$ cat src/rtl/sm3_axil_master.sv
// AXI4-Lite master that feeds message bytes to an SM3 slave, polls its status
// register and collects the 256-bit digest from eight data-register reads.
module sm3_axil_master #(
    parameter logic [31:0] BASE_ADDR = 32'h0,
    parameter int          POLL_GAP  = 4,
    parameter int          POLL_MAX  = 1024
) (
    input  logic         clk,
    input  logic         rst,
    input  logic [7:0]   in_data,
    input  logic         in_last,
    input  logic         in_valid,
    output logic         in_ready,
    output logic [255:0] digest,
    output logic         digest_valid,
    input  logic         digest_ready,
    output logic         busy,
    output logic         err,
    output logic [31:0]  m_awaddr,
    output logic [2:0]   m_awprot,
    output logic         m_awvalid,
    input  logic         m_awready,
    output logic [31:0]  m_wdata,
    output logic [3:0]   m_wstrb,
    output logic         m_wvalid,
    input  logic         m_wready,
    input  logic         m_bvalid,
    output logic         m_bready,
    output logic [31:0]  m_araddr,
    output logic [2:0]   m_arprot,
    output logic         m_arvalid,
    input  logic         m_arready,
    input  logic [31:0]  m_rdata,
    input  logic         m_rvalid,
    output logic         m_rready
);
    localparam logic [3:0] IDLE    = 4'd0;
    localparam logic [3:0] WR      = 4'd1;
    localparam logic [3:0] WRESP   = 4'd2;
    localparam logic [3:0] POLL_AR = 4'd3;
    localparam logic [3:0] POLL_R  = 4'd4;
    localparam logic [3:0] GAP     = 4'd5;
    localparam logic [3:0] RD_AR   = 4'd6;
    localparam logic [3:0] RD_R    = 4'd7;
    localparam logic [3:0] OUT     = 4'd8;

    localparam logic [15:0] PMAX = 16'(POLL_MAX);
    localparam logic [7:0]  GAPN = 8'(POLL_GAP);

    logic [3:0]   state;
    logic [7:0]   byte_q;
    logic         last_q;
    logic         aw_done;
    logic         w_done;
    logic [15:0]  poll_cnt;
    logic [15:0]  poll_nxt;
    logic [7:0]   gap_cnt;
    logic [2:0]   word_cnt;
    logic [255:0] digest_q;
    logic         err_q;
    logic         aw_hs;
    logic         w_hs;

    assign in_ready     = (state == IDLE);
    assign busy         = (state != IDLE);
    assign digest_valid = (state == OUT);
    assign digest       = digest_q;
    assign err          = err_q;

    // Each write channel drops its valid on its own handshake; the other keeps waiting.
    assign m_awvalid = (state == WR) && !aw_done;
    assign m_wvalid  = (state == WR) && !w_done;
    assign m_awaddr  = (state == WR) ? BASE_ADDR : 32'd0;
    assign m_wdata   = (state == WR) ? {23'd0, last_q, byte_q} : 32'd0;
    assign m_wstrb   = 4'hF;
    assign m_awprot  = 3'b000;
    assign m_arprot  = 3'b000;
    assign m_bready  = (state == WRESP);
    assign m_arvalid = (state == POLL_AR) || (state == RD_AR);
    assign m_araddr  = (state == POLL_AR) ? BASE_ADDR + 32'd4 :
                       (state == RD_AR)   ? BASE_ADDR + 32'd8 : 32'd0;
    assign m_rready  = (state == POLL_R) || (state == RD_R);

    assign aw_hs    = m_awvalid && m_awready;
    assign w_hs     = m_wvalid && m_wready;
    assign poll_nxt = poll_cnt + 16'd1;

    always_ff @(posedge clk) begin
        if (rst) begin
            state    <= IDLE;
            byte_q   <= 8'd0;
            last_q   <= 1'b0;
            aw_done  <= 1'b0;
            w_done   <= 1'b0;
            poll_cnt <= 16'd0;
            gap_cnt  <= 8'd0;
            word_cnt <= 3'd0;
            digest_q <= 256'd0;
            err_q    <= 1'b0;
        end else begin
            err_q <= 1'b0;
            case (state)
                IDLE: begin
                    if (in_valid) begin
                        byte_q  <= in_data;
                        last_q  <= in_last;
                        aw_done <= 1'b0;
                        w_done  <= 1'b0;
                        state   <= WR;
                    end
                end
                WR: begin
                    if (aw_hs) aw_done <= 1'b1;
                    if (w_hs)  w_done  <= 1'b1;
                    if ((aw_done || aw_hs) && (w_done || w_hs)) state <= WRESP;
                end
                WRESP: begin
                    if (m_bvalid) begin
                        if (last_q) begin
                            poll_cnt <= 16'd0;
                            word_cnt <= 3'd0;
                            state    <= POLL_AR;
                        end else begin
                            state <= IDLE;
                        end
                    end
                end
                POLL_AR: if (m_arready) state <= POLL_R;
                POLL_R: begin
                    if (m_rvalid) begin
                        if (m_rdata[0]) begin
                            word_cnt <= 3'd0;
                            state    <= RD_AR;
                        end else begin
                            poll_cnt <= poll_nxt;
                            gap_cnt  <= 8'd0;
                            if (poll_nxt >= PMAX) begin
                                err_q <= 1'b1;
                                state <= IDLE;
                            end else if (GAPN == 8'd0) begin
                                state <= POLL_AR;
                            end else begin
                                state <= GAP;
                            end
                        end
                    end
                end
                GAP: begin
                    gap_cnt <= gap_cnt + 8'd1;
                    if (gap_cnt >= GAPN - 8'd1) state <= POLL_AR;
                end
                RD_AR: if (m_arready) state <= RD_R;
                RD_R: begin
                    if (m_rvalid) begin
                        // Word 0 lands in the top 32 bits.
                        for (int k = 0; k < 8; k++)
                            if (word_cnt == 3'(k)) digest_q[255-32*k -: 32] <= m_rdata;
                        if (word_cnt == 3'd7) state <= OUT;
                        else begin
                            word_cnt <= word_cnt + 3'd1;
                            state    <= RD_AR;
                        end
                    end
                end
                OUT: if (digest_ready) state <= IDLE;
                default: state <= IDLE;
            endcase
        end
    end
endmodule

$ cat config.mk
export PLATFORM = sky130hd
export DESIGN_NAME = sm3_axil_master
export DESIGN_NICKNAME = d
export VERILOG_FILES = /design/src/rtl/sm3_axil_master.sv
export SDC_FILE = /design/constraint.sdc
export NUM_CORES = 1
export LEC_CHECK = 0
export CORE_MARGIN = 2
export CORE_UTILIZATION = 46
export DETAILED_ROUTE_END_ITERATION = 16
export PLACE_DENSITY = 0.86
export SLEW_MARGIN = 15
export SYNTH_ARGS = -nofsm -noshare
export SYNTH_HDL_FRONTEND = slang
export SYNTH_SLANG_ARGS = --single-unit
$ cat constraint.sdc
create_clock -name clk -period 2.8 [get_ports clk]
set_clock_uncertainty 0.2 [all_clocks]
set_input_delay 0.28 -clock clk [delete_from_list [all_inputs] [get_ports clk]]
set_output_delay 0.28 -clock clk [all_outputs]
set_load 0.03 [all_outputs]
* Word-level counts from Yosys, hierarchy flattened *
Cells that the tools add are included.

storage, ports and cells
  bits in registers = 299
  bits in latches = 0
  bits in writable memories = 0
  ROM bits = 0
  input port bits = 50
  output and inout bits = 371
  memories kept = 0

cells by class
  $add $sub $neg = 3
  multipliers = 0
  divide/modulo/power cells = 0
  magnitude comparators = 2
  equality and inequality tests = 30
  shift operators = 0
  multiplexer cells = 38
  bitwise gates (word level) = 2
  reductions and logical operators = 34

operators with widths
  operator                                                                               count
  16-bit two-way mux                                                                     4
  4-bit two-way mux                                                                      12
  4-bit case mux with 9 select lines                                                     1
  3-bit AND reduction                                                                    11
  16-bit case mux with 2 select lines                                                    1
  3-bit two-way mux                                                                      8
  2-bit != test, second input constant                                                   12
  16-bit by 1-bit adder with 16-bit output, second input constant                        1
  4-bit by 3-bit equality test with 1-bit output, second input constant                  4
  16-bit by 11-bit greater-or-equal comparator with 1-bit output, second input constant  1
  8-bit two-way mux                                                                      2
  8-bit case mux with 2 select lines                                                     1
  3-bit equality test, second input constant                                             4
  9-bit two-way mux                                                                      1
  3-bit case mux with 3 select lines                                                     1
  9-bit AND reduction                                                                    1
  8-bit by 1-bit adder with 8-bit output, second input constant                          1
  4-bit by 2-bit equality test with 1-bit output, second input constant                  2
  8-bit by 2-bit greater-or-equal comparator with 1-bit output, second input constant    1
  7-bit AND reduction                                                                    1
  3-bit by 2-bit equality test with 1-bit output, second input constant                  2
  2-bit by 1-bit != test with 1-bit output, second input constant                        3
  2-bit nonzero test                                                                     3
  1-bit logical AND                                                                      5
  other kinds (17)                                                                       26

* Longest topological paths before layout *
  depth after elaboration = 7
  gate-level depth with buffers = 8
  mapped depth without buffers = 8

* Least setup slack after synthesis *
OpenSTA, ideal clock, no wires.

  kind = register -> register
  start = register state[0]
  end = register poll_cnt[9]
  arrival time = 2.086 ns
  required time = 2.476 ns
  slack = 0.389 ns
  stages on the path, launching flop included = 8
  cells stage by stage = dfxtp_1 > buf_4 > nor4b_2 > a22oi_1 > or2_1 > nor3_2 > xnor2_1 > nor2_1

between the ends
  cells in the longest elaborated chain, start to end = 3
  elaborated cells on any way between the ends = 9

ends and longest elaborated chain
  what                                                                              RTL line  source
  start: declaration                                                                50        logic [3:0] state;
  start signal: assignment                                                          90        state <= IDLE;
  start signal: assignment                                                          109       state <= WR;
  start signal: assignment                                                          115       if ((aw_done || aw_hs) && (w_done || w_hs)) state <= WRESP;
  4-bit by 2-bit equality test with 1-bit output (*)                                n/a
  net m_bready                                                                      28        output logic m_bready,
  2-bit by 1-bit != test with 1-bit output (no line), or another cell as far along  n/a
  5-bit AND reduction (no line)                                                     n/a
  end signal: assignment                                                            135       poll_cnt <= poll_nxt;
  end: declaration                                                                  55        logic [15:0] poll_cnt;

The timed path passes the listed nets; every way through them passes the cells marked *.
A chain may end at the register's enable or synchronous reset.

* Final worst setup path *
  start = register state[1]
  end = output m_araddr[3]

between the ends
  cells in the longest elaborated chain, start to end = 3
  elaborated cells on any way between the ends = 4

ends and longest elaborated chain
  what                                            RTL line  source
  4-bit by 3-bit equality test with 1-bit output  81        (state == RD_AR) ? BASE_ADDR + 32'd8 : 32'd0;
  4-bit two-way mux                               81
  4-bit two-way mux (*)                           80        assign m_araddr = (state == POLL_AR) ? BASE_ADDR + 32'd4 :
  end: declaration                                29        output logic [31:0] m_araddr,

Mark *: on every way between the ends. The rest lies on a longest branch, timed or not.

==> impl_metrics.csv <==
group,metric,value,unit
status,status,"completed",
final_layout,syn_to_final_growth,33.9,%
final_layout,drive_gt1_share,6.48,%
synthesis,netlist_instances,1571,
clocking,h-tree-depth,1,
power_and_ir_drop,p_per_area,610,mW/mm²
global_routing,overflow,0,
final_layout,layout_common_cells,"nand2_1, clkdlybuf4s50_1, dfxtp_1",
setup_path,critPathKind,"reg2out",
global_routing,grt_pass1_wl,58.3,mm
setup_path,cp.depth,3,
clocking,cts_buffers,31,
min_path,hp-class,"in2reg",
setup_path,path_buf_inv,2,
power_and_ir_drop,ir_worst_vdd,0.499,mV
floorplanning,rows,59,
setup_path,critical-path-slowest-cell,"clkdlybuf4s50_1",
final_layout,final_area,0.0163,mm²
global_routing,grt_usage,26.0,%
synthesis,syn_area,0.0122,mm²
clocking,cts_tree,"yes",
setup_path,crit_chain,"inv_1 -> nor4_1 -> clkdlybuf4s50_1",
synthesis,seq_area_frac_synth,49.0,%
floorplanning,start_util,46.8,%
final_layout,nets,1885,
detailed_routing,drcViolationCount,0,
setup_path,r2r_start,"poll_cnt[10]",
synthesis,ys_ff_latch,299,
synthesis,synth_cell_types,56,
detailed_routing,ant_nets,0,
setup_path,startpoint_type,"flop",
setup_path,arrival,2210,ps
clocking,insertion_delay,560,ps
detailed_routing,wl_per_cell,17.6,µm
place,gp_congestion,0.829,
global_routing,antenna_found_initial,0,
clocking,root_buffer,"clkbuf_16",
final_layout,layout_commonest_cell,"nand2_1",
timing,slew_violations,0,
place,hpwl,26.0,mm
detailed_routing,post_drt_via_cell_ratio,5.23,
setup_path,regToRegSetupSlack,440,ps
setup_path,worstReg2RegEnd,"state[2]",
power_and_ir_drop,total_power,9.98,mW
place,io_buffers,325,
setup_path,r2r.worst_path.cells,6,
power_and_ir_drop,cellLeakagePower,5.78,nW
detailed_routing,dr.first_iter.drc_count,1143,
timing,hold_viol_final,0,
final_layout,antenna_cells,0,
setup_path,critPathMaxStageDelay,740,ps
synthesis,synthArstFlopShare,0,%
setup_path,worst-path-max-fanout,17,
floorplanning,ios,421,
clocking,clock_path_buffers,3,
setup_path,crit_required,2320,ps
clocking,postCtsSetupBuffers,0,
min_path,min_from,"in_data[3]",
timing,max_slew.worst_pin.slew,586,ps
timing,slew_headroom,60.8,%
min_path,hold_path_depth,3,
final_layout,n_fill_cell,2161,
detailed_routing,totalWireLength,38.4,mm
global_routing,grt_max_degree,120,
setup_path,crit_family,"buffers and inverters",
min_path,hold_end,"byte_q[3]",
synthesis,avgSynthCellArea,7.77,µm²
clocking,cts_sinks,299,
detailed_routing,vias,11432,
synthesis,synth_warnings,0,
timing,setup_viol,0,
floorplanning,die_h,167,µm
synthesis,synth_edf_count,0,
floorplanning,fp.dieW,167,µm
global_routing,grt_pass1_vias,10606,
flow_run,maxCapViolCount,0,
floorplanning,dieArea,0.0279,mm²
place,place_area,0.0153,mm²
synthesis,synthFlopType,"dfxtp_1",
timing,fin_crit,2690,ps
detailed_routing,dr.pass1.iters,5,
timing,max_freq,0.372,GHz
timing,period_share,96.0,%
setup_path,crit_path_end_kind,"primary output",
floorplanning,core_area,0.0261,mm²
clocking,path_clk_slew,60,ps
-- kinds of logic (layout without fill, tap and decap cells) --
kind of cell / count (synthesis) / count (layout) / synth area share, %
other cells: 2 / 95 / 0.0615
simple gates: 680 / 680 / 23.2
flops: 299 / 299 / 49.0
mux: 2 / 2 / 0.164
xor+xnor: 13 / 13 / 0.933
buf+inv: 242 / 430 / 11.1
compound gates: 325 / 325 / 14.8
fa+ha+maj: 8 / 8 / 0.820
-- per-layer routing --
| layer | vias to the layer above | global-route usage (%) | wire [µm] |
|---|---|---|---|
| li1 | 5403 | - | - |
| met1 | 5390 | 31.5 | 15500 |
| met2 | 551 | 45.2 | 18500 |
| met3 | 88 | 5.28 | 3100 |
| met4 | 0 | 9.93 | 1320 |
| met5 | - | 0 | 0 |
-- repair_timing --
| item | in CTS | in global routing |
|---|---|---|
| hold buffers | 1 | 0 |
| hold endpoints to repair | 1 | 0 |
| gates resized for setup | 17 | 3 |
| endpoints found under the setup margin | 19 | 3 |
-- flip-flops by register name (all words and copies together), names as in the netlist, 3 cells and up --
register,count
word_cnt,3
state,4
digest,256
byte_q,8
poll_cnt,16
gap_cnt,8
-- cells in the mapped netlist (4+ instances only) --
library cell,instances,area [µm²]
clkbuf_1,69,259
nor2_1,41,154
o21ai_0,9,45.0
ha_1,8,100
nor3_1,5,25.0
buf_2,65,325
a22oi_1,7,52.6
and3_1,12,75.1
or3_1,4,25.0
buf_4,96,721
nand3_1,8,40.0
a21oi_1,281,1410
nand2_1,556,2090
nand4_1,9,56.3
xor2_1,10,87.6
dfxtp_1,299,5990
and2_1,18,113
nand2b_1,4,25.0
inv_1,11,41.3
-- worst min-delay path, stage by stage --
cell             delay [ps]
clkdlybuf4s50_1         400
nand2_1                  60
a21oi_1                  50
-- worst max-delay path by stage --
| stage | start | to | slack [ps] |
|---|---|---|---|
| 2_1_floorplan | state[0] | poll_cnt[9] | 390 |
| 3_3_place_gp | state[0] | m_wvalid | 310 |
| 3_5_place_dp | state[0] | m_araddr[2] | 230 |
| 4_1_cts | state[1] | m_araddr[2] | 2 |
| 5_1_grt | state[0] | in_ready | -10 |
| 6_report | state[1] | m_araddr[3] | 110 |
-- final cells by class --
type	instances	area [µm²]	area share [%]
multi-input cells	1123	5250	32.1
clock inverters	18	220	1.35
well taps	335	419	2.56
clock buffers	40	860	5.26
flip-flops and latches	299	5990	36.7
repair buffers	360	3560	21.8
inverters	12	45.0	0.276
-- through the flow --
step	cells	hold WS (ps)	TNS, ps	setup slack (ps)	utilization [%]
6_report	2187	60.1	0	113	62.7
2_1_floorplan	1664	216	0	389	-
4_1_cts	2187	42.6	0	2.50	62.7
3_3_place_gp	2128	240	0	309	58.6
3_5_place_dp	2128	246	0	229	58.6
5_1_grt	2187	66.8	-13.4	-13.4	62.7
-- where the power goes --
part	total, mW	switching, mW	internal [mW]
Clock	4.29	1.74	2.55
Sequential	4.45	0.126	4.32
Combinational	1.24	0.845	0.400
Total	9.98	2.71	7.27
(Power assumes the default switching activity.)
